**config.mk**
```make
export PLATFORM = sky130hd
export DESIGN_NAME = xor_share_arbiter
export DESIGN_NICKNAME = d
export VERILOG_FILES = /design/src/rtl/xor_share_arbiter.sv
export SDC_FILE = /design/constraint.sdc
export NUM_CORES = 1
export LEC_CHECK = 0
export CORE_ASPECT_RATIO = 0.6
export CORE_MARGIN = 2
export CORE_UTILIZATION = 25
export CTS_CLUSTER_SIZE = 25
export DETAILED_ROUTE_END_ITERATION = 16
export PLACE_DENSITY = 0.52
export SETUP_SLACK_MARGIN = 0.3
export SYNTH_ARGS = -nofsm -noshare
export SYNTH_HDL_FRONTEND = slang
export SYNTH_SLANG_ARGS = --single-unit
```
**constraint.sdc**
```tcl
create_clock -name clock -period 2.24 [get_ports clock]
set_input_delay 0.448 -clock clock [delete_from_list [all_inputs] [get_ports clock]]
set_output_delay 0.448 -clock clock [all_outputs]
set_load 0.01 [all_outputs]
```
**src/rtl/xor_share_arbiter.sv**
```systemverilog
// rtl/xor_share_arbiter.sv - round-robin arbiter sharing one XOR-mask datapath among NREQ requesters
// Optional grant statistics counters are built when XSA_STATS_EN is defined.
module xor_share_arbiter #(
   parameter int              WIDTH = 3,
   parameter int              NREQ  = 2,
   parameter longint unsigned MASK  = 0,
   parameter int              IDW   = 3
) (
   input  logic                  clock,
   input  logic                  reset,
   input  logic [NREQ-1:0]       req_valid,
   input  logic [NREQ*WIDTH-1:0] req_data,
   output logic [NREQ-1:0]       req_ready,
   output logic                  out_valid,
   output logic [WIDTH-1:0]      out_data,
   output logic [IDW-1:0]        out_id,
   input  logic                  out_ready
`ifdef XSA_STATS_EN
   ,
   output logic [NREQ*8-1:0]     grant_cnt
`endif
);

   localparam logic [WIDTH-1:0] MASK_W = WIDTH'(MASK);

   typedef enum logic {IDLE, FULL} state_t;

   state_t            state, state_nxt;
   logic [IDW-1:0]    rr_ptr;
   logic [2*NREQ-1:0] dbl_valid;
   logic [NREQ-1:0]   rot_valid;
   logic              grant_any;
   logic              can_take;
   logic              grant;
   logic [IDW-1:0]    grant_idx;
   logic [WIDTH-1:0]  sel_data;

   // Rotate requests so that rr_ptr sits at bit 0; the lowest set bit wins.
   always_comb begin
      dbl_valid = {req_valid, req_valid};
      rot_valid = NREQ'(dbl_valid >> rr_ptr);
      grant_any = 1'b0;
      grant_idx = '0;
      for (int k = NREQ - 1; k >= 0; k--) begin
         if (rot_valid[k]) begin
            grant_any = 1'b1;
            if (int'(rr_ptr) + k >= NREQ)
               grant_idx = rr_ptr + IDW'(k) - IDW'(NREQ);
            else
               grant_idx = rr_ptr + IDW'(k);
         end
      end
   end

   assign can_take  = (state == IDLE) | out_ready;
   assign grant     = grant_any & can_take & ~reset;
   assign req_ready = grant ? ({{(NREQ-1){1'b0}}, 1'b1} << grant_idx) : '0;
   assign out_valid = (state == FULL);

   always_comb begin
      sel_data = '0;
      for (int k = 0; k < NREQ; k++) begin
         if (grant_idx == IDW'(k))
            sel_data = req_data[k*WIDTH +: WIDTH];
      end
   end

   always_comb begin
      state_nxt = state;
      case (state)
         IDLE: if (grant) state_nxt = FULL;
         FULL: begin
            if (grant)          state_nxt = FULL;
            else if (out_ready) state_nxt = IDLE;
         end
         default: state_nxt = IDLE;
      endcase
   end

   always_ff @(posedge clock) begin
      if (reset) begin
         state    <= IDLE;
         rr_ptr   <= '0;
         out_data <= '0;
         out_id   <= '0;
      end else begin
         state <= state_nxt;
         if (grant) begin
            out_data <= sel_data ^ MASK_W;
            out_id   <= grant_idx;
            rr_ptr   <= (grant_idx == IDW'(NREQ - 1)) ? '0 : grant_idx + 1'b1;
         end
      end
   end

`ifdef XSA_STATS_EN
   logic [7:0] cnt_q [NREQ];

   // Saturating per-requester grant counters.
   always_ff @(posedge clock) begin
      if (reset) begin
         for (int k = 0; k < NREQ; k++) cnt_q[k] <= '0;
      end else begin
         for (int k = 0; k < NREQ; k++) begin
            if (req_ready[k] && cnt_q[k] != 8'hFF)
               cnt_q[k] <= cnt_q[k] + 8'd1;
         end
      end
   end

   always_comb begin
      grant_cnt = '0;
      for (int k = 0; k < NREQ; k++) grant_cnt[k*8 +: 8] = cnt_q[k];
   end
`endif

endmodule

```
; Word-level counts from Yosys, hierarchy flattened
; Index checks and enable logic that the tools add are counted.
[word_totals]
memories = 0
out_inout_bits = 9
rom_bits = 0
latchBits = 0
ram_bits = 0
inputBits = 11
register_bits = 10
[classes]
n_bitwise = 5
addsub = 5
order_cmp = 2
n_mul = 0
div_mod_pow = 0
n_shift = 2
reduce_logical = 1
mux = 14
eq_ne = 1
[ops]
columns = cell, n
row1 = $mux 3, 7
row2 = $add 3x1->3 const B, 2
row3 = $sub 3x2->3 const B, 2
row4 = $mux 1, 5
row5 = $add 3x1->4 const B, 1
row6 = $ge 4x2->1 const B, 1
row7 = $shr 4x3->2, 1
row8 = $eq 3x1->1 const B, 1
row9 = $ge 3x2->1 const B, 1
row10 = $logic_not 3->1, 1
row11 = $shl 1x3->2 const A, 1
row12 = $and 1x1->1, 2
row13 = $mux 2, 1
row14 = $not 1->1, 2
row15 = $pmux 1 s2, 1
row16 = $or 1x1->1, 1

; Depth between registers and ports, before layout
; Gate-level depths: netlist (run 1).
[logic_depth]
word_depth = 8
mapped_depth = 8
ltp_nobuf = 7

; Least setup slack after synthesis (run 1)
; OpenSTA, ideal clock, no wires.
[synth_path]
path_kind = reg-to-output
start = register rr_ptr[1]
end = output req_ready[0]
t_required_ns = 1.792
path_stages_with_launch = 9
arrival_ns = 1.543
path_slack_ns = 0.249
path_cell_list = dfxtp_1 buf_2 inv_1 ha_1 buf_2 xor2_1 o21ai_0 nand2_1 nor2_1
[synth_via]
elab_chain_cells = 7
word_cells_on_any_way = 17
classes_between = add/sub (4) / order compare (2) / shift (2) / mux (7) / bitwise (2)
[synth_rtl]
columns = item, line
row1 = "start, declared", 29  ; logic [IDW-1:0] rr_ptr;
row2 = "start signal, assigned", 91  ; rr_ptr <= (grant_idx == IDW'(NREQ - 1)) ? '0 : grant_idx + 1'b1;
row3 = $add 3x1->4 or $add 3x1->3 (tied branches), "47, 48, 50"
row4 = $ge 4x2->1 or $sub 3x2->3 (tied branches), "47, 48"
row5 = $mux 3, 47  ; if (int'(rr_ptr) + k >= NREQ)
row6 = $mux 3 (2 in a row), 45  ; if (rot_valid[k]) begin
row7 = $shl 1x3->2, 57  ; assign req_ready = grant ? ({{(NREQ-1){1'b0}}, 1'b1} << grant_idx) : '0;
row8 = $mux 2 (*), 57
row9 = "end, declared", 13  ; output logic [NREQ-1:0] req_ready,
; Every way passes the cells marked *; elsewhere a longest branch is shown, timed or not.

; Final worst setup path (run 1)
[layout_path]
start = register rr_ptr[1]
end = register rr_ptr[1]
[layout_via]
elab_chain_cells = 7
word_cells_on_any_way = 18
classes_between = add/sub (5) / order compare (2) / eq/ne (1) / shift (1) / mux (7) / bitwise (2)
[layout_rtl]
columns = item, line
row1 = $add 3x1->4 or $add 3x1->3 (tied branches), "47, 48, 50"
row2 = $ge 4x2->1 or $sub 3x2->3 (tied branches), "47, 48"
row3 = $mux 3, 47
row4 = $mux 3 (2 in a row), 45
row5 = $add 3x1->3 or $eq 3x1->1 (tied branches), 91
row6 = $mux 3, 91
; Parallel ways exist; a longest one is shown, timed or not.
; A chain may end at the register's enable or synchronous reset.

==> results.json, run 1 <==
{
  "fin_nets": 139,
  "grtUsageTotal_pct": 14.0,
  "routed-via-count": 721,
  "path_clk_slew_ns": 0.05,
  "antenna_found_initial": 0,
  "synth_area_leader_cell": "dfxtp_1",
  "h-tree-depth": 1,
  "wl_per_cell_um": 12.6,
  "grt-ovfl-total": 0,
  "ys_ff_latch": 10,
  "avgSynthCellArea_um2": 8.18,
  "grtUsageMet3_pct": 5.46,
  "placed_area_um2": 973,
  "crit_fanout": 4,
  "postCtsHoldBufs": 0,
  "num_antenna_cells": 0,
  "fillers": 230,
  "stdcell_area_mm2": 0.00117,
  "ys_seq_area_share_pct": 31.4,
  "top_usage_layer": "met1",
  "grt_use_met2_pct": 17.9,
  "area_delta_synth_final_pct": 82.9,
  "grt_max_degree": 11,
  "skew_ns": 0.00420,
  "synth_area_um2": 638,
  "layout.cells.non_filler": 157,
  "cts_tree": "built",
  "grt_pass1_vias": 664,
  "ant_nets": 0,
  "fmax_mhz": 451,
  "cp-start-kind": "flip-flop",
  "cpPeakStageDelay_ns": 0.55,
  "cts-buffers-inserted": 3,
  "initial_utilization_pct": 25.8,
  "num_rows": 14,
  "maxSlewHeadroom_pct": 74.3,
  "core-area_mm2": 0.00247,
  "drcViolationCount": 0,
  "status": "complete, no violations",
  "worstMarginPinSlew_ns": 0.386,
  "regArea_um2": 205,
  "placed_cells": 141,
  "worstPathRequired_ns": 2.41,
  "multi_input_area_um2": 434,
  "synth_area_leaders": "dfxtp_1, mux2i_1, a21oi_1",
  "ir_drop_uv": 299,
  "numClockSinks": 10,
  "fin_util_pct": 47.3,
  "num_io_pins": 20,
  "clock_tree.root_cell": "clkbuf_8",
  "hold_viol_final": 0,
  "drive_gt1_share_pct": 38.4,
  "clk_latency_ns": 0.24,
  "gp_congestion": 0.811,
  "clockBufferDepth": 2,
  "cap_violations": 0,
  "path_class": "reg2reg",
  "netlist_instances": 78,
  "synth_warnings": 0,
  "worstPathCellList": "or4bb_4 > a21oi_4 > buf_6 > buf_6 > buf_6 > buf_6 > buf_6 > buf_6 > buf_6 > buf_6 > buf_6 > and2_4 > nand2b_4 > o211ai_2",
  "min_period_over_period_pct": 98.9,
  "syn_nets": 91,
  "grt_pass1_wl_um": 3150,
  "finalMaxSlewViolations": 0,
  "fin_crit_ns": 2.22,
  "cp-end-kind": "flip-flop",
  "hold_class": "reg2reg",
  "cpMaxStageDelayCell": "or4bb_4",
  "power_density_mw_per_mm2": 599,
  "viasPerCell": 4.59,
  "dpl.hpwl_um": 1400,
  "dr.pass1.iters": 4,
  "cpMostUsedCell": "buf_6",
  "setup_viol": 0,
  "die_w_um": 69.2,
  "portBuffers": 19,
  "rsz0062_at_grt": "true",
  "wirelength_um": 1980,
  "drtIter0Drc": 17,
  "grtUsageMet1_pct": 20.4,
  "die-area_mm2": 0.00299,
  "leakagePower_nw": 0.504,
  "die_h_um": 43.1,
  "crit_arrival_ns": 2.38,
  "synth_cell_types": 35,
  "synth_top_cell_area_share_pct": 31.4
}
state kept, by name (all words and copies together), names as in the netlist:
signal     count
out_valid      1
rr_ptr         3
out_data       3
out_id         3
per-layer routing:
metal  up-vias  part of all wire, %
met2        17                   42
met4         0                  1.1
met5         -                    0
met1       332                   52
met3         3                  4.3
li1        369                    -
worst max-delay path: cells and delay by family, from the launching register on:
family	cells	cell delay, ns
AO/OA/AOI/OAI	2	0.31
buffers and inverters	9	0.74
flip-flops	1	0.33
AND/OR/NAND/NOR	3	0.76
synth_stat cells, drive strengths merged:
library cell / instances
nand4: 1
inv: 6
or3b: 1
o21ai: 6
or4bb: 1
xnor2: 1
a21boi: 1
ha: 2
buf: 2
a21oi: 6
mux2i: 5
nand3: 1
nor2b: 1
nand2: 8
o211ai: 1
clkbuf: 1
a31oi: 1
o211a: 1
o21a: 1
or3: 1
nor2: 4
nor4bb: 1
o31ai: 2
nor3: 2
and2: 1
or4: 1
xor2: 1
a211oi: 1
or2: 1
dfxtp: 10
o2111a: 1
nand2b: 5
final timing paths:
check,from,endpoint,slack [ns],cells after the start
setup / recovery,rr_ptr[1]$_SDFFE_PP0P_,rr_ptr[1]$_SDFFE_PP0P_,0.02,14
hold / removal,out_data[0]$_SDFFE_PP0P_,out_data[0]$_SDFFE_PP0P_,0.46,2
setup reg to reg,rr_ptr[1]$_SDFFE_PP0P_,rr_ptr[1]$_SDFFE_PP0P_,0.02,14
hold reg to reg,out_data[0]$_SDFFE_PP0P_,out_data[0]$_SDFFE_PP0P_,0.46,2
report_power, final:
| group | leakage [nW] | internal, mW | switching (mW) |
|---|---|---|---|
| logic | 0.392 | 0.158 | 0.108 |
| clock network | 0.0288 | 0.155 | 0.0762 |
| registers | 0.0830 | 0.194 | 0.00927 |
layout make-up:
class | instances | share of cell area (%)
clock buffer | 4 | 4.72
inverter | 6 | 1.93
multi-input combinational | 59 | 37.2
sequential | 10 | 17.6
tap | 32 | 3.43
timing repair buffer | 46 | 35.2
layout by cell type, fill, tap and decap left out, types with 3 or more instances in the layout:
| cell type | n |
|---|---|
| inv_1 | 6 |
| clkbuf_8 | 4 |
| clkdlybuf4s50_1 | 15 |
| o21ai_0 | 4 |
| nor2_2 | 3 |
| dfxtp_1 | 8 |
| buf_2 | 4 |
| mux2i_1 | 5 |
| buf_4 | 17 |
| nand2_1 | 8 |
| buf_6 | 10 |
| nand2b_1 | 3 |
| a21oi_1 | 4 |
through the flow:
| stage | TNS (ns) | setup WS [ns] | total power [mW] | hold slack [ns] |
|---|---|---|---|---|
| after floorplan | 0 | 0.332 | 0.312 | 0.484 |
| after global routing | -0.336 | -0.0751 | 0.744 | 0.478 |
| after detailed placement | -1.41 | -0.617 | 0.408 | 0.452 |
| after global placement | -1.39 | -0.571 | 0.409 | 0.441 |
| final | 0 | 0.0236 | 0.700 | 0.456 |
| after CTS | 0 | 0.0622 | 0.694 | 0.461 |
cells by family after synthesis:
| family | Yosys count | synth area share, % |
|---|---|---|
| AOI/OAI and AO/OA | 21 | 21.6 |
| xor gates and xnor gates | 2 | 2.75 |
| adders and majority gates | 2 | 3.92 |
| buffers and inverters | 9 | 5.69 |
| DFF | 10 | 31.4 |
| muxes | 5 | 7.84 |
| and+or+nand+nor | 29 | 26.9 |
what timing repair did:
item,CTS,global route
setup endpoints to repair,6,6
buffers inserted,11,1
pin swaps,6,4
gates resized for setup,31,4
Note: power is estimated with default switching activity, not from simulation.
==> run 2, diff against run 1 <==
--- a/config.mk
+++ b/config.mk
@@ -5,9 +5,11 @@
 export SDC_FILE = /design/constraint.sdc
 export NUM_CORES = 1
 export LEC_CHECK = 0
+export ABC_AREA = 1
 export CORE_ASPECT_RATIO = 0.6
 export CORE_MARGIN = 2
 export CORE_UTILIZATION = 25
+export CTS_BUF_LIST = sky130_fd_sc_hd__clkbuf_16
 export CTS_CLUSTER_SIZE = 25
 export DETAILED_ROUTE_END_ITERATION = 16
 export PLACE_DENSITY = 0.52
==> run 2 against run 1 <==
  * Sequential share of layout area decreased by 0.84 points
  * Routed wire length increased by 8.7%
  * Design area increased by 7.0%
  * Non-clock buffer count decreased by 7
  * Die area decreased by 0.19%
  * Flip-flop and latch count unchanged
  * Critical path type is now reg2out
  * Critical endpoint is now req_ready[1]
  * Largest cell class unchanged
==> results.json, run 2 <==
{
  "synth_edf_count": 0,
  "num_antenna_cells": 0,
  "mostFrequentLayoutCell": "nand2_1",
  "path_class": "reg2out",
  "crit_arrival_ns": 1.65,
  "cts-buffers-inserted": 3,
  "cts_tree": "built",
  "portBuffers": 19,
  "ant_nets": 0,
  "synth_area_um2": 637,
  "worstPathCellList": "buf_4 > nor2_1 > o211ai_1 > nor4_4 > buf_2",
  "grt_pass1_wl_um": 3400,
  "top_regs": "out_data x3, out_id x3, rr_ptr x3",
  "synth_area_leaders": "dfxtp_1, nand2_1, nand3_1",
  "die_h_um": 43.1,
  "status": "complete, no violations",
  "fin_crit_ns": 2.10,
  "skew_ns": 0.00384,
  "clockBufferDepth": 2,
  "clock_tree.root_cell": "clkbuf_16",
  "wirelength_um": 2150,
  "fin_nets": 155,
  "gp_congestion": 0.752,
  "power_frac_seq_pct": 17.0,
  "stdcell_area_mm2": 0.00125,
  "hold_viol_final": 0,
  "worstPathRequired_ns": 1.79,
  "grt_max_degree": 8,
  "antenna_found_initial": 0,
  "p_int_uw": 977,
  "num_io_pins": 20,
  "h-tree-depth": 1,
  "path_clk_slew_ns": 0.04,
  "ir_drop_uv": 389,
  "synth_top_cell_area_share_pct": 31.4,
  "setup_tns_ns": 0,
  "cp-end-kind": "output port",
  "dpl.hpwl_um": 1460,
  "most-common-layout-cells": "nand2_1, clkdlybuf4s50_1, buf_4",
  "die_w_um": 69.2,
  "cpPeakStageDelay_ns": 0.36,
  "finalMaxSlewViolations": 0,
  "p_clk_share_pct": 19.6,
  "cp_top_family": "simple AND/OR/NAND/NOR gates",
  "area_delta_synth_final_pct": 96.1,
  "placed_area_um2": 965,
  "cap_violations": 0,
  "cp-start-kind": "flip-flop",
  "wl_per_cell_um": 12.5,
  "synth.most_common_cell": "nand2_1",
  "power_density_mw_per_mm2": 1260,
  "maxSlewHeadroom_pct": 64.9,
  "routed-via-count": 781,
  "clk_latency_ns": 0.23,
  "crit_fanout": 7,
  "num_rows": 14,
  "dr.pass1.iters": 4,
  "avgSynthCellArea_um2": 6.50,
  "crit_buf_inv": 2,
  "grt-ovfl-total": 0,
  "min_period_over_period_pct": 93.5,
  "leakagePower_nw": 0.584,
  "ys_seq_area_share_pct": 31.4,
  "core-area_mm2": 0.00247,
  "worstMarginPinSlew_ns": 0.526,
  "postCtsHoldBufs": 0,
  "setup_slack_ns": 0.145,
  "synth_cell_types": 20,
  "drtIter0Drc": 17,
  "initial_utilization_pct": 25.8,
  "drcViolationCount": 0,
  "cpMaxStageDelayCell": "dfxtp_4",
  "viasPerCell": 4.54,
  "ys_ff_latch": 10,
  "numClockSinks": 10,
  "fmax_mhz": 477,
  "rsz0062_at_grt": "true",
  "hold_class": "reg2reg",
  "p_sw_share_pct": 37.7,
  "power.net_switching_uw": 591,
  "drive_gt1_share_pct": 47.9,
  "synth-main-ff-cell": "dfxtp_1",
  "netlist_instances": 98,
  "die-area_mm2": 0.00298,
  "reg2reg_setup_slack_ns": 0.17,
  "setup_viol": 0,
  "synthTopCellsByCount": "nand2_1, inv_1, nand3_1",
  "grtUsageTotal_pct": 14.8,
  "preCtsSetupSlack_ns": -0.531,
  "grt_pass1_vias": 754,
  "ys_async_sr_fraction_pct": 0,
  "syn_nets": 111,
  "synth_area_leader_cell": "dfxtp_1",
  "pwr-share-comb_pct": 63.4,
  "synth_warnings": 0
}
-- run 2: changes by cell type after synthesis, sizes merged, moves of 5 or more --
cell    before  now
inv          6   17
mux2i        5    0
nand2        8   29
nand2b       5    0
nand3        1   13
nor2         4    9
-- run 2: power groups by stage --
stage | Clock (mW) | Sequential (mW) | Combinational (mW)
after global routing | 0.323 | 0.272 | 1.07
after detailed placement | 0 | 0.249 | 0.628
after CTS | 0.314 | 0.267 | 0.833
after floorplan | 0 | 0.262 | 0.328
after global placement | 0 | 0.247 | 0.622
final | 0.307 | 0.267 | 0.994
-- run 2: cell families after synthesis --
kind of cell	after synthesis	synth area share [%]
AO/OA/AOI/OAI	15	14.5
adder cells (fa/ha/maj)	2	3.93
buffers and inverters	17	10.0
flip-flops	10	31.4
AND/OR/NAND/NOR	54	40.1
-- run 2: metrics by stage --
step / hold WS (ns) / utilization (%) / instances / power, mW
3_5_place_dp: 0.458 / 39.1 / 162 / 0.877
2_1_floorplan: 0.482 / - / 98 / 0.591
4_1_cts: 0.468 / 46.9 / 170 / 1.41
6_report: 0.476 / 50.6 / 172 / 1.57
5_1_grt: 0.479 / 50.6 / 172 / 1.67
3_3_place_gp: 0.453 / 39.1 / 162 / 0.869
-- run 2: per-layer routing --
metal	up-vias	track usage [%]	part of all wire [%]	wire, um
met5	-	0	0	0
met4	0	5.88	1.7	37
met3	4	5.23	6.1	132
met2	23	20.0	42	903
met1	353	21.0	50	1080
li1	401	-	-	-
-- run 2: timing repair --
action                                 4_1_cts  5_1_grt
pin swaps                                   11       18
endpoints found under the hold margin        0        0
gates resized for setup                     38       18
setup endpoints to repair                    3        8
buffers inserted                             5        2
-- run 2: worst paths after layout --
check | from | end | cells past startpoint
max | rr_ptr[0]$_SDFFE_PP0P_ | req_ready[1] | 5
min | out_id[0]$_SDFFE_PP0P_ | out_id[0]$_SDFFE_PP0P_ | 2
max reg2reg | rr_ptr[0]$_SDFFE_PP0P_ | out_data[0]$_SDFFE_PP0P_ | 17
min reg2reg | out_id[0]$_SDFFE_PP0P_ | out_id[0]$_SDFFE_PP0P_ | 2
-- run 2: worst min-delay path, cell delays in order (launching register included) --
cell	delay, ns
dfxtp_1	0.31
nand2_1	0.06
a21oi_1	0.06
-- run 2: final cells by class --
type | instances | area [um2]
Clock buffer | 3 | 75.1
Fill cell | 236 | 1220
Inverter | 17 | 68.8
Multi-Input combinational cell | 71 | 505
Sequential cell | 10 | 209
Tap cell | 32 | 40.0
Timing Repair Buffer | 39 | 350
==> edit 1, RTL diff (config.mk and constraints of run 2) <==
The parameter `IDW` goes from 3 to 6.
--- a/src/rtl/xor_share_arbiter.sv
+++ b/src/rtl/xor_share_arbiter.sv
@@ -4,7 +4,7 @@
    parameter int              WIDTH = 3,
    parameter int              NREQ  = 2,
    parameter longint unsigned MASK  = 0,
-   parameter int              IDW   = 3
+   parameter int              IDW   = 6
 ) (
    input  logic                  clock,
    input  logic                  reset,
Ports: changed (resized out_id); port bits go from 20 to 23. The function was not compared with the original's and may differ.
==> edit 1 against run 2 <==
The run now ends with negative setup slack left. Final area is 100% higher. Wire length is 120% higher. Area after synthesis is 140% higher. Sequential cell count is 6 higher. Synthesized cell count is 120% higher. Non-clock buffer count is 41 higher. Setup slack worse by 0.69 ns.
Power is not shown: default switching activity piles up to over one toggle a cycle in this logic, so the estimate is an artifact.
==> edit 1: results (changes against run 2) <==
Finish
  • Fin area: 0.00254 mm^2 (was 0.00125 mm^2)
  • Clock buf/inv share: 2.96% (was 6.01%)
  • Register cell area after layout: 329 um^2 (was 209 um^2)
  • Final non-filler cell total: 377 (was 172)
  • Non-CTS inverters: 35 (was 17)
  • Nonclk buf count: 80 (was 39)
  • Comb_multi_in: 163 (was 71)
  • Nets: 318 (was 155)
  • Layout cell share with drive strength beyond 1: 51.5% (was 47.9%)
  • Multi-input gate share of total cell area: 46.8% (was 40.5%)
  • Non-clock buffer share: 27.9% (was 28.1%)

Clocking
  • Cts repair resizes: 22 (was 38)
  • Insertion delay to the later sink of the worst-skew pair: 0.25 ns (was 0.23 ns)

STA
  • Final hold slack: 0.475 ns (was 0.476 ns)
  • Final TNS setup: -1.99 ns (was 0 ns)
  • Final Setup Violations: 9 (was 0)
  • Worst Slack Setup Final: -0.548 ns (was 0.145 ns)

Synthesis
  • Top cell types by occurrence after synthesis: nand2_1 (52), inv_1 (27), nand3_1 (20) (was nand2_1 (25), inv_1 (16), nand3_1 (13))
  • Top post-synthesis cells by area: dfxtp_1 (21%), nand2_1 (13%), inv_1 (6.8%) (was dfxtp_1 (31%), nand2_1 (15%), nand3_1 (10%))
  • Distinct cells, synth: 30 (was 20)
  • Synthesized Nets: 238 (was 111)
  • Instance count of the mapped netlist: 219 (was 98)
  • Sequential area share after synthesis: 21.4% (was 31.4%)

Worst hold path
  • Hold Crit Endpoint: out_id[5]$_SDFFE_PP0P_ (was out_id[0]$_SDFFE_PP0P_)

Critical path
  • R2R cell count: 18 (was 17)
  • Crit Path Max Fanout: 3 (was 7)
  • Family with the most delay on the worst path: buffers and inverters (was simple AND/OR/NAND/NOR gates)
  • Worst EP arrival: 2.34 ns (was 1.65 ns)
  • FF-to-FF Start: rr_ptr[1]$_SDFFE_PP0P_ (was rr_ptr[0]$_SDFFE_PP0P_)
  • R2r endpoint: out_data[2]$_SDFFE_PP0P_ (was out_data[0]$_SDFFE_PP0P_)

Floorplanning
  • Width of the die: 104 um (was 69.2 um)

Routing
  • DR vias: 1617 (was 781)
  • DR WL/cell: 12.5 um (about the same)

Placement
  • Placed cell count: 358 (was 162)
  • DPL Wire Length: 3.59 mm (was 1.46 mm)
  • Placer Congestion: 0.819 (was 0.752)
  • Port bufs: 22 (was 19)

Run status
  • Failing checks: negative setup slack
  • Status: complete, but fails checks (was completed)

Global route
  • Vias in the first global route: 1506 (was 754)
  • Total GRT Usage: 14.7% (was 14.8%)
-- edit 1: cell types whose count changed after synthesis, sizes merged, moves of 15 or more --
| cell | delta |
|---|---|
| inv | +15 |
| nand2 | +39 |
| nand3 | +17 |
| nor2 | +16 |
-- edit 1: routing by layer --
metal	vias to the layer above	track usage, %	part of all wire [%]
met5	-	0	0
met4	0	2.03	0.36
met3	2	3.57	7.1
met2	40	18.9	38
met1	719	23.9	54
li1	856	-	-
-- edit 1: worst max-delay path by stage --
stage	start	end	slack [ns]	cells past startpoint
global placement	req_valid[1]	req_ready[0]	-0.67	12
global route	rr_ptr[0]$_SDFFE_PP0P_	req_ready[0]	-0.61	14
floorplan	rr_ptr[0]$_SDFFE_PP0P_	req_ready[0]	-0.13	14
finish	rr_ptr[1]$_SDFFE_PP0P_	req_ready[0]	-0.55	14
detailed placement	req_valid[1]	req_ready[0]	-0.68	12
CTS	rr_ptr[1]$_SDFFE_PP0P_	req_ready[1]	-0.43	14
==> edit 2, RTL diff (settings of run 2) <==
Without the edit above. Build with the macro `XSA_STATS_EN` defined.
--- a/src/rtl/xor_share_arbiter.sv
+++ b/src/rtl/xor_share_arbiter.sv
@@ -1,5 +1,7 @@
 // rtl/xor_share_arbiter.sv - round-robin arbiter sharing one XOR-mask datapath among NREQ requesters
 // Optional grant statistics counters are built when XSA_STATS_EN is defined.
+`define XSA_STATS_EN
+
 module xor_share_arbiter #(
    parameter int              WIDTH = 3,
    parameter int              NREQ  = 2,
Function (old outputs only; new: grant_cnt): kept (Yosys induction, for registers that start in step).
==> edit 2 against run 2 <==
Global-route usage decreased by 2.3 points. Total power increased by 140%. Sequential cell count increased by 16. Clock power increased by 30%. Final area increased by 130%. Critical endpoint unchanged. Setup slack got worse by 0.050 ns. Highest routed layer unchanged. Wire length increased by 110%. Maximum frequency decreased by 2.3%. Largest power group unchanged. Area after synthesis increased to 2.6 times the old value.
==> edit 2: results (changes against run 2) <==
Run status
  • Status: completed (unchanged)

Routing
  • Routed wl met3: 192 um (was 132 um)
  • Initial drt markers: 69 (was 17)
  • M1 WL: 2.47 mm (was 1.08 mm)
  • Met2 wire length: 1.92 mm (was 903 um)
  • DR vias: 1523 (was 781)
  • DR WL/cell: 13.1 um (was 12.5 um)

Synthesis
  • Distinct cells, synth: 31 (was 20)
  • Number of synthesized flops with an enable pin: 16 (was 0)
  • Top FF cell, synth: edfxtp_1 (was dfxtp_1)
  • Top post-synthesis cells by area: edfxtp_1 (30%), dfxtp_1 (12%), nand2_1 (12%) (was dfxtp_1 (31%), nand2_1 (15%), nand3_1 (10%))

Worst hold path
  • Hold Crit Depth: 1 (was 2)

Global route
  • Largest net degree at the start of global routing: 15 (was 8)
  • First-pass GRT wire length: 6.95 mm (was 3.40 mm)
  • Vias in the first global route: 1387 (was 754)
  • Total GRT Usage: 12.5% (was 14.8%)

Clocking
  • Clk slew on worst S/H paths: 0.07 ns (was 0.04 ns)
  • Max clock buf depth: 2 (unchanged)

Pwr
  • NetSw: 0.00154 W (was 0.000591 W)
  • Max VDD drop: 421 uV (was 389 uV)
  • P_leak: 1.18 nW (was 0.584 nW)

Finish
  • Nets: 284 (was 155)
  • Layout cell share with drive strength beyond 1: 44.5% (was 47.9%)

STA
  • Final Critical Period: 2.14 ns (was 2.10 ns)
  • Worst Max-Slew Pin Slew: 0.381 ns (was 0.526 ns)
  • Worst Skew: 0.00621 ns (was 0.00384 ns)

Placement
  • Placer Congestion: 0.798 (was 0.752)
  • Setup slack after placement: -0.504 ns (was -0.531 ns)
  • DPL Wire Length: 3.31 mm (was 1.46 mm)
  • Port bufs: 35 (was 19)

Critical path
  • Crit Path Max Fanout: 2 (was 7)
  • FF-to-FF Start: rr_ptr[1]$_SDFFE_PP0P_ (was rr_ptr[0]$_SDFFE_PP0P_)
  • Crit-path max cell delay: 0.45 ns (was 0.36 ns)
  • R2r endpoint: cnt_q[0][7]$_SDFFCE_PN0P_ (was out_data[0]$_SDFFE_PP0P_)
  • R2R cell count: 14 (was 17)
-- edit 2: power by group through the flow --
| stage | combinational, W | clock, W | sequential, W |
|---|---|---|---|
| after floorplan | 0.000862 | 0 | 0.000911 |
| after global placement | 0.00172 | 0 | 0.000875 |
| after detailed placement | 0.00172 | 0 | 0.000876 |
| after CTS | 0.00190 | 0.000414 | 0.000884 |
| after global routing | 0.00260 | 0.000436 | 0.000933 |
| final | 0.00242 | 0.000399 | 0.000896 |
-- edit 2: per-stage QoR --
step                      instances  cell area (um^2)  hold slack (ns)  total power, W
after detailed placement        333              2320            0.499         0.00260
final                           349              2820            0.519         0.00372
after global placement          333              2320            0.486         0.00260
after CTS                       342              2530            0.516         0.00320
after global routing            349              2820            0.544         0.00397
after floorplan                 186              1640            0.511         0.00177
-- edit 2: timing repair --
action	4_1_cts	5_1_grt
pin swaps	10	13
hold buffers	0	0
gates resized for setup	36	63
buffers inserted	5	7
endpoints found under the setup margin	37	37
-- edit 2: per-layer routing --
layer	up-vias	global-route usage (%)
li1	773	-
met1	721	20.5
met2	27	16.0
met3	2	3.23
met4	0	1.44
met5	-	0
-- edit 2: cells by family (layout without fill, tap and decap cells) --
| family | after synthesis | in the layout | share of synthesized area (%) |
|---|---|---|---|
| AND/OR/NAND/NOR | 90 | 90 | 26.5 |
| adder cells (fa/ha/maj) | 7 | 7 | 5.38 |
| buffers and inverters | 26 | 105 | 6.92 |
| AO/OA/AOI/OAI | 25 | 25 | 12.9 |
| flip-flops | 26 | 26 | 41.8 |
| XOR/XNOR | 12 | 12 | 6.46 |
-- edit 2: area by class of cell --
cell class,instances,area (um^2)
Tap cell,84,105
Clock inverter,1,3.75
Multi-Input combinational cell,134,1090
Inverter,24,97.6
Timing Repair Buffer,77,757
Sequential cell,26,689
Fill cell,607,3370
Clock buffer,3,75.1
